**config.mk**
```make
export PLATFORM = sky130hd
export DESIGN_NAME = fpu_mult_arbiter
export DESIGN_NICKNAME = d
export VERILOG_FILES = /design/src/rtl/fpu_pkg.sv /design/src/rtl/fpu_resp_fifo.sv /design/src/rtl/fpu_mult_arbiter.sv
export SDC_FILE = /design/constraint.sdc
export NUM_CORES = 1
export LEC_CHECK = 0
export CAP_MARGIN = 15
export CORE_MARGIN = 3
export CORE_UTILIZATION = 42
export DETAILED_ROUTE_END_ITERATION = 8
export PLACE_DENSITY = 0.81
export SLEW_MARGIN = 20
export SYNTH_ARGS = -nofsm -noshare
export SYNTH_HDL_FRONTEND = slang
export SYNTH_HIERARCHICAL = 1
export SYNTH_SLANG_ARGS = --single-unit
```
**constraint.sdc**
```tcl
create_clock -name clk -period 3.55 [get_ports clk]
set_input_delay 0.71 -clock clk [delete_from_list [all_inputs] [get_ports clk]]
set_output_delay 0.71 -clock clk [all_outputs]
set_load 0.01 [all_outputs]
```
**src/rtl/fpu_pkg.sv**
```systemverilog
// Shared single-precision FPU definitions: operand widths, rounding modes and
// the canonical quiet NaN.
package fpu_pkg;

    localparam int FP_W = 32;
    localparam int RM_W = 3;

    typedef enum logic [RM_W-1:0] {
        RNE = 3'd0,
        RTZ = 3'd1,
        RDN = 3'd2,
        RUP = 3'd3,
        RMM = 3'd4
    } rm_e;

    localparam logic [FP_W-1:0] QNAN = 32'h7FC0_0000;

endpackage

```
**src/rtl/fpu_resp_fifo.sv**
```systemverilog
// Synchronous FIFO holding returned products for one requester. Pointers and
// occupancy are reset; storage is not, so the head is only meaningful when !empty.
module fpu_resp_fifo #(
    parameter int DEPTH = 2,
    parameter int W     = 32,
    localparam int CW   = $clog2(DEPTH + 1)
) (
    input  logic          clk,
    input  logic          rst,
    input  logic          push,
    input  logic          pop,
    input  logic [W-1:0]  din,
    output logic [W-1:0]  dout,
    output logic          full,
    output logic          empty,
    output logic [CW-1:0] count
);

    localparam int PW = (DEPTH > 1) ? $clog2(DEPTH) : 1;

    logic [W-1:0]  mem [DEPTH];
    logic [PW-1:0] wr_ptr;
    logic [PW-1:0] rd_ptr;
    logic          do_push;
    logic          do_pop;

    function automatic logic [PW-1:0] ptr_inc(input logic [PW-1:0] p);
        return (p == PW'(DEPTH - 1)) ? '0 : p + 1'b1;
    endfunction

    assign empty   = (count == '0);
    assign full    = (count == CW'(DEPTH));
    assign do_push = push & ~full;
    assign do_pop  = pop & ~empty;
    assign dout    = mem[rd_ptr];

    always_ff @(posedge clk) begin
        if (rst) begin
            wr_ptr <= '0;
            rd_ptr <= '0;
            count  <= '0;
        end else begin
            if (do_push) wr_ptr <= ptr_inc(wr_ptr);
            if (do_pop)  rd_ptr <= ptr_inc(rd_ptr);
            if (do_push && !do_pop)      count <= count + 1'b1;
            else if (!do_push && do_pop) count <= count - 1'b1;
        end
    end

    always_ff @(posedge clk) begin
        if (do_push) mem[wr_ptr] <= din;
    end

endmodule

```
**src/rtl/fpu_mult_arbiter.sv**
```systemverilog
// Round-robin sharing of one non-stallable pipelined FP multiplier between
// NUM_REQ requesters; per-requester credits reserve a response slot for every issue.
module fpu_mult_arbiter
    import fpu_pkg::*;
#(
    parameter int NUM_REQ    = 2,
    parameter int MUL_LAT    = 5,
    parameter int RESP_DEPTH = 2
) (
    input  logic                      clk,
    input  logic                      rst,
    input  logic [NUM_REQ-1:0]        req_valid,
    output logic [NUM_REQ-1:0]        req_ready,
    input  logic [NUM_REQ*FP_W-1:0]   req_a,
    input  logic [NUM_REQ*FP_W-1:0]   req_b,
    input  logic [NUM_REQ*RM_W-1:0]   req_rm,
    output logic [NUM_REQ-1:0]        resp_valid,
    input  logic [NUM_REQ-1:0]        resp_ready,
    output logic [NUM_REQ*FP_W-1:0]   resp_data,
    output logic                      mul_req,
    output logic [FP_W-1:0]           mul_a,
    output logic [FP_W-1:0]           mul_b,
    output logic [RM_W-1:0]           mul_rm,
    input  logic [FP_W-1:0]           mul_out,
    input  logic                      mul_valid,
    output logic                      busy,
    output logic                      err
);

    localparam int IDW = $clog2(NUM_REQ);
    localparam int CW  = $clog2(RESP_DEPTH + 1);
    localparam int GW  = $clog2(MUL_LAT + 1);

    logic [NUM_REQ-1:0][CW-1:0]   cnt;
    logic [IDW-1:0]               last;
    logic [NUM_REQ-1:0]           eligible;
    logic [NUM_REQ-1:0]           grant;
    logic [IDW-1:0]               gnt_id;
    logic                         issue;

    logic [MUL_LAT-1:0]           tag_vld_p;
    logic [MUL_LAT-1:0][IDW-1:0]  tag_id_p;
    logic [GW-1:0]                ign_cnt;
    logic                         ign_active;
    logic                         cap_en;
    logic                         mismatch;

    logic [NUM_REQ-1:0]           fifo_push;
    logic [NUM_REQ-1:0]           fifo_pop;
    logic [NUM_REQ-1:0]           fifo_full;
    logic [NUM_REQ-1:0]           fifo_empty;
    logic [NUM_REQ-1:0][FP_W-1:0] fifo_dout;
    logic [NUM_REQ-1:0][CW-1:0]   fifo_cnt;

    always_comb begin
        for (int i = 0; i < NUM_REQ; i++)
            eligible[i] = req_valid[i] && (cnt[i] < CW'(RESP_DEPTH));
    end

    // Search distance k = 1..NUM_REQ from the last winner; the first eligible index wins.
    always_comb begin
        grant  = '0;
        gnt_id = '0;
        issue  = 1'b0;
        for (int k = 1; k <= NUM_REQ; k++) begin
            for (int i = 0; i < NUM_REQ; i++) begin
                if (!issue && eligible[i] && (i == (int'(last) + k) % NUM_REQ)) begin
                    issue    = 1'b1;
                    gnt_id   = IDW'(i);
                    grant[i] = 1'b1;
                end
            end
        end
        if (rst) begin
            grant  = '0;
            gnt_id = '0;
            issue  = 1'b0;
        end
    end

    assign req_ready = grant;
    assign mul_req   = issue;

    always_comb begin
        mul_a  = '0;
        mul_b  = '0;
        mul_rm = '0;
        for (int i = 0; i < NUM_REQ; i++) begin
            if (grant[i]) begin
                mul_a  = req_a[i*FP_W +: FP_W];
                mul_b  = req_b[i*FP_W +: FP_W];
                mul_rm = req_rm[i*RM_W +: RM_W];
            end
        end
    end

    always_ff @(posedge clk) begin
        if (rst) begin
            last <= IDW'(NUM_REQ - 1);
        end else if (issue) begin
            last <= gnt_id;
        end
    end

    // Issue stage -> tag pipeline p0..p(MUL_LAT-1), aligned with the core's own latency.
    always_ff @(posedge clk) begin
        if (rst) begin
            tag_vld_p <= '0;
        end else begin
            tag_vld_p[0] <= issue;
            for (int s = 1; s < MUL_LAT; s++) tag_vld_p[s] <= tag_vld_p[s-1];
        end
    end

    always_ff @(posedge clk) begin
        tag_id_p[0] <= gnt_id;
        for (int s = 1; s < MUL_LAT; s++) tag_id_p[s] <= tag_id_p[s-1];
    end

    // The core shares our reset, so its result strobe is untrustworthy until its pipe has flushed.
    always_ff @(posedge clk) begin
        if (rst) begin
            ign_cnt <= GW'(MUL_LAT);
        end else if (ign_cnt != '0) begin
            ign_cnt <= ign_cnt - 1'b1;
        end
    end

    assign ign_active = (ign_cnt != '0);
    assign cap_en     = ~ign_active & mul_valid & tag_vld_p[MUL_LAT-1];
    assign mismatch   = ~ign_active & (mul_valid ^ tag_vld_p[MUL_LAT-1]);

    always_ff @(posedge clk) begin
        if (rst) begin
            err <= 1'b0;
        end else if (mismatch) begin
            err <= 1'b1;
        end
    end

    // Capture stage -> per-requester response FIFOs.
    for (genvar g = 0; g < NUM_REQ; g++) begin : g_resp
        assign fifo_push[g] = cap_en && (tag_id_p[MUL_LAT-1] == IDW'(g)) && !fifo_full[g];
        assign fifo_pop[g]  = resp_valid[g] & resp_ready[g];
        assign resp_valid[g] = ~fifo_empty[g];
        assign resp_data[g*FP_W +: FP_W] = fifo_empty[g] ? '0 : fifo_dout[g];

        fpu_resp_fifo #(
            .DEPTH (RESP_DEPTH),
            .W     (FP_W)
        ) u_fifo (
            .clk   (clk),
            .rst   (rst),
            .push  (fifo_push[g]),
            .pop   (fifo_pop[g]),
            .din   (mul_out),
            .dout  (fifo_dout[g]),
            .full  (fifo_full[g]),
            .empty (fifo_empty[g]),
            .count (fifo_cnt[g])
        );
    end

    // Credits: operations in flight plus results still buffered.
    always_ff @(posedge clk) begin
        if (rst) begin
            cnt <= '0;
        end else begin
            for (int i = 0; i < NUM_REQ; i++) begin
                if (grant[i] && !fifo_pop[i])      cnt[i] <= cnt[i] + 1'b1;
                else if (!grant[i] && fifo_pop[i]) cnt[i] <= cnt[i] - 1'b1;
            end
        end
    end

    assign busy = (|tag_vld_p) | (|cnt) | (|fifo_cnt);

endmodule
```
* Word-level counts from Yosys, hierarchy flattened
Memory sizes are Yosys's and may differ from the RTL's. A register that Yosys moved wholly into a read port is not among the register bits.
Index checks and enable logic that the tools add are counted.
** Word-level totals
- Logic and storage cells :: 146
- RAM bits :: 128
- Memories kept :: 2
- Register bits :: 27
** Operators by class
- Order comparisons :: 2
- Mux-type cells :: 40
- Eq/ne operators :: 4
- Reductions and logical operators :: 46
- Bitwise operators :: 20
- $add $sub $neg :: 15
** Memory list
- g_resp[0].u_fifo.mem :: depth 2, bits a word 32, rd ports 1, clocked after memory_dff 1, wr ports 1, RTL line fpu_resp_fifo.sv:21 : logic [W-1:0] mem [DEPTH];
- g_resp[1].u_fifo.mem :: depth 2, bits a word 32, rd ports 1, clocked after memory_dff 1, wr ports 1, RTL line fpu_resp_fifo.sv:21
** Operators by type and width (count)
- 2-to-1 mux 32 bit :: 6
- zero test 32 bit :: 2
- 2-to-1 mux 1 bit :: 23
- logical AND 1 bit :: 21
- 2-to-1 mux 2 bit :: 9
- zero test 1 bit :: 13
- AND 1 bit :: 9
- adder 2 x 1 -> 2 bit (second input constant) :: 4
- nonzero test 2 bit :: 4
- OR reduction 4 bit :: 2
- subtractor 2 x 1 -> 2 bit (second input constant) :: 4
- adder 1 bit (second input constant) :: 6
- 2-to-1 mux 3 bit :: 2
- NOT 1 bit :: 6
- OR reduction 5 bit :: 1
- == test 2 bit (first input constant) :: 2
- == test 2 bit (second input constant) :: 2
- zero test 2 bit :: 2
- less-than comparator 2 bit (second input constant) :: 2
- nonzero test 3 bit :: 1
- subtractor 3 x 1 -> 3 bit (second input constant) :: 1
- AND 1 bit (first input constant) :: 2
- bitwise OR 1 bit :: 2
- XOR 1 bit :: 1

* Logic depth before layout (Yosys ltp)
- Depth after elaboration :: 22
- Gate-level depth with buffers :: 11
- Gate-level depth less buffers :: 11

* By module
Netlist, hierarchy kept.
** Modules (own cells, without submodules)
- fpu_resp_fifo :: cells an instance 125, times used 2, area an instance 2526.2 um^2
- fpu_mult_arbiter :: cells an instance 229, times used 1, area an instance 1861.8 um^2

* Least setup slack after synthesis
No wires, ideal clock.
- Kind :: register -> register
- Start :: register ign_cnt[0]
- End :: memory g_resp[1].u_fifo.mem[0][0], enable pin
- Arrival time :: 2.191 ns
- Slack :: 0.973 ns
- Clock period less this slack :: 2.577 ns
- Stages on the path, launching flop included :: 9
- Cell sequence :: dfxtp_1 -> inv_1 -> ha_1 -> nor2b_1 -> nand3_1 -> nor3b_1 -> inv_1 -> or3_1 -> inv_1
** On the way
- Longest elaborated chain between the ends :: 9
** RTL lines
- start: declaration :: RTL line fpu_mult_arbiter.sv:43 : logic [GW-1:0] ign_cnt;
- start signal: assignment :: RTL line fpu_mult_arbiter.sv:123 : ign_cnt <= GW'(MUL_LAT);
- start signal: assignment :: RTL line fpu_mult_arbiter.sv:125 : ign_cnt <= ign_cnt - 1'b1;
- nonzero test 3 bit :: RTL line fpu_mult_arbiter.sv:129 : assign ign_active = (ign_cnt != '0);
- NOT 1 bit :: RTL line fpu_mult_arbiter.sv:130 : assign cap_en = ~ign_active & mul_valid & tag_vld_p[MUL_LAT-1];
- AND 1 bit (2 in a row) :: RTL line fpu_mult_arbiter.sv:130
- logical AND 1 bit (2 in a row) :: RTL line fpu_mult_arbiter.sv:143 : assign fifo_push[g] = cap_en && (tag_id_p[MUL_LAT-1] == IDW'(g)) && !fifo_full[g];
- named net fifo_push[1] :: RTL line fpu_mult_arbiter.sv:48 : logic [NUM_REQ-1:0] fifo_push;
- AND 1 bit :: RTL line fpu_resp_fifo.sv:33 : assign do_push = push & ~full;
- 2-to-1 mux 1 bit :: RTL line fpu_resp_fifo.sv:51 : if (do_push) mem[wr_ptr] <= din;
- 2-to-1 mux 1 bit (not written as such) :: RTL line fpu_resp_fifo.sv:51
- end: declaration :: RTL line fpu_resp_fifo.sv:21
The timed path passes the listed nets, and every way through them passes these cells.

* Worst setup path after layout
- Start :: input port req_valid[1]
- End :: output port mul_b[26]
** On the way
- Longest elaborated chain between the ends :: 14
- Elaborated cells between the ends (all ways) :: 17
- Classes of those cells :: mux: 8; reduce/logical: 9
** RTL lines
- start: declaration :: RTL line fpu_mult_arbiter.sv:12 : input logic [NUM_REQ-1:0] req_valid,
- logical AND 1 bit * :: RTL line fpu_mult_arbiter.sv:57 : eligible[i] = req_valid[i] && (cnt[i] < CW'(RESP_DEPTH));
- logical AND 1 bit (2 in a row) :: RTL line fpu_mult_arbiter.sv:67 : if (!issue && eligible[i] && (i == (int'(last) + k) % NUM_REQ)) begin
- 2-to-1 mux 1 bit :: RTL line fpu_mult_arbiter.sv:67
- zero test 1 bit :: RTL line fpu_mult_arbiter.sv:67
- logical AND 1 bit (2 in a row) :: RTL line fpu_mult_arbiter.sv:67
- 2-to-1 mux 1 bit :: RTL line fpu_mult_arbiter.sv:67
- zero test 1 bit :: RTL line fpu_mult_arbiter.sv:67
- logical AND 1 bit (2 in a row) :: RTL line fpu_mult_arbiter.sv:67
- 2-to-1 mux 1 bit :: RTL line fpu_mult_arbiter.sv:67
- 2-to-1 mux 2 bit * :: RTL line fpu_mult_arbiter.sv:74 : if (rst) begin
- 2-to-1 mux 32 bit * :: RTL line fpu_mult_arbiter.sv:89 : if (grant[i]) begin
- end: declaration :: RTL line fpu_mult_arbiter.sv:22 : output logic [FP_W-1:0] mul_b,
Mark *: on every way between the ends. The rest lies on a longest branch, timed or not.

==> metrics.txt <==
root buf cell clkbuf_16; GP Congestion 0.911; Antenna Nets Post-Route 0; Setup TNS 0 ns; net count after synthesis 658; ys flop type edfxtp_1; synthesized area per cell 14.4 sq um; post-synth top area share 0.556; Clock Latency Late Sink a little over 0.4 ns; power share of the combinational group 0.138; Switching Fraction 0.214; core area about 0.016 sq mm; FMAX around 0.29 GHz; leakage power a little under 4 nW; Avg WL per Cell roughly 22 um; crit end category primary output; IO Count 311; Worst VDD drop 0.000288 V; final setup vio count 0; most frequent cell after synthesis edfxtp_1; Critical Path Fanout Max 33; DR DRC count 0; initial antenna violation count 3; Layout Skew approximately 0.008 ns; status complete, no violations; post-synth design cell area 0.00691 sq mm; distinct cell type count after synthesis 35; Vias per Instance about 5.2; worst setup path start req_valid[1]; final-stage net count between 900 and 1000; worst hold margin 0.326 ns; sequential group share of total power 0.463; Slew HR 0.575; CTS buffer count 17; switching pwr 0.935 mW; height of the die roughly 130 um; row count 46; largest area contributor in the netlist edfxtp_1; Hold-fix buffers, CTS 0; required time of the worst setup path roughly 2.8 ns; Tcrit/Tclk final 0.985; PortBufs 310; die width ~130 um; Seq/Total Area, Yosys 0.640; layout cells sized above 1 0.151; Critical Path Start Type primary input; Slew @ Worst Pin around 0.64 ns; Synth warnings 6; number of max-cap violations 0; Clock Sinks approximately 160; first-pass GRT wire length 32900 um; asr flop ratio synth 0; final hold viol count 0; final wirelength between 20000 and 25000 um; EDFF count, synth approximately 130; htree depth 4; number of global-route vias before repair ~5700; initial core utilization 0.432; clock network fraction of total power 0.399; worst-case clock buffer depth 2; Area Overhead vs Synth 59.6%; largest net degree at the start of global routing 34; top cells by count, synth edfxtp_1 (128), nor2b_1 (70), a22o_1 (67); Detailed Route Iter0 Violations about 240; Hold Crit Start tag_id_p[1]; detailed-route via count roughly 5300; CTS tree built; Clock transition at path regs 0.06 ns; HP Class reg2reg; Reg2Reg Launch Point ign_cnt[0]; drt pass-1 iters 6; Mapped Cells about 480; Final Critical Period approximately 3.5 ns; Pins Over Slew Limit 0; DP HPWL 16300 um; total track usage 0.241; critical path type in2out; Int Power around 3.4 mW; GRT overflow 0; die area roughly 0.018 sq mm; power per cell area between 300 and 400 mW/mm^2; post-synthesis register bit count between 150 and 200; CP arrival approximately 2.8 ns; top post-synthesis cells by area edfxtp_1 (56%), mux2_2 (9.8%), a22o_1 (8.5%), dfxtp_1 (8.4%), nor2b_1 (6.3%)
-- layout by cell type (no fill, tap or decap), types with 2 or more instances in the layout --
| cell | instances |
|---|---|
| nor2b_2 | 2 |
| ha_1 | 6 |
| a21oi_1 | 10 |
| bufinv_16 | 2 |
| xor2_1 | 11 |
| buf_12 | 7 |
| clkdlybuf4s50_1 | 306 |
| edfxtp_1 | 128 |
| nor2_2 | 2 |
| mux2_1 | 4 |
| clkbuf_1 | 3 |
| nor2_1 | 12 |
| buf_4 | 17 |
| dfxtp_1 | 29 |
| dlymetal6s2s_1 | 4 |
| nor4_1 | 2 |
| nand2_1 | 2 |
| nor3_1 | 2 |
| inv_1 | 12 |
| diode_2 | 3 |
| nor2b_1 | 70 |
| clkbuf_16 | 18 |
| o21ai_0 | 8 |
| clkinvlp_4 | 3 |
| mux2_2 | 60 |
| or3_1 | 6 |
| nand2b_1 | 2 |
| a22o_1 | 67 |
| and2_2 | 2 |
| clkinv_4 | 5 |
-- cell families after synthesis --
kind of cell	after synthesis	share of synthesized area
flip-flops	157	0.640
AND/OR/NAND/NOR	108	0.0948
adder cells (fa/ha/maj)	6	0.0109
XOR/XNOR	12	0.0152
AO/OA/AOI/OAI	90	0.105
buffers and inverters	42	0.0302
multiplexers	64	0.104
-- worst max-delay path, cell delays in order --
cell,delay [ns]
clkdlybuf4s50_1,0.54
nand2b_4,0.09
a311oi_4,0.27
buf_12,0.24
buf_4,0.19
a22o_1,0.17
clkdlybuf4s50_1,0.55
-- sequential cells by signal (all words and copies together), names as in the netlist, 2 cells and up, named ones only --
register              count
cnt                       4
g_resp.u_fifo/count       4
g_resp.u_fifo/wr_ptr      2
g_resp.u_fifo/mem       128
tag_id_p                  5
g_resp.u_fifo/rd_ptr      2
ign_cnt                   3
tag_vld_p                 5
-- timing repair --
item | CTS | global route
buffers inserted | 0 | 1
gates resized for setup | 0 | 4
endpoints found under the setup margin | 0 | 19
-- worst paths after layout --
check,end,slack [ns],cells past startpoint
max reg2reg,g_resp[0].u_fifo/mem[0][30],0.94,9
min,tag_id_p[2],0.33,0
min reg2reg,tag_id_p[2],0.33,0
max,mul_b[26],0.05,7
-- power by group through the flow --
stage | combinational, mW | sequential (mW) | clock, mW
2_1_floorplan | 0.184 | 2.06 | 0
3_3_place_gp | 0.581 | 2.06 | 0
3_5_place_dp | 0.589 | 2.06 | 0
4_1_cts | 0.597 | 2.02 | 1.77
5_1_grt | 0.641 | 2.02 | 1.85
6_report | 0.600 | 2.02 | 1.74
-- routing by layer --
| layer | GRT usage | part of all wire | up-vias |
|---|---|---|---|
| met3 | 0.0810 | 0.078 | 40 |
| li1 | - | - | 2454 |
| met2 | 0.420 | 0.51 | 239 |
| met5 | 0 | 0 | - |
| met1 | 0.272 | 0.37 | 2611 |
| met4 | 0.102 | 0.034 | 0 |
-- stage by stage --
stage	cell area, sq um	instances	utilization	worst slack (ns)	total power, mW
2_1_floorplan	6910	479	-	0.973	2.24
3_3_place_gp	10400	998	0.651	0.105	2.64
3_5_place_dp	10400	998	0.651	0.0598	2.65
4_1_cts	11000	1030	0.687	0.0416	4.39
5_1_grt	11000	1035	0.690	-0.00844	4.51
6_report	11000	1035	0.690	0.0541	4.36
-- layout make-up --
| class | instances | area (sq um) |
|---|---|---|
| clock inverter | 12 | 141 |
| antenna | 3 | 7.51 |
| multi-input combinational | 280 | 2310 |
| clock buffer | 20 | 437 |
| timing repair buffer | 335 | 3410 |
| sequential | 157 | 4420 |
| inverter | 12 | 45.0 |
| fill | 1127 | 4960 |
| tap | 216 | 270 |
Power figures use the tool's default switching activity.
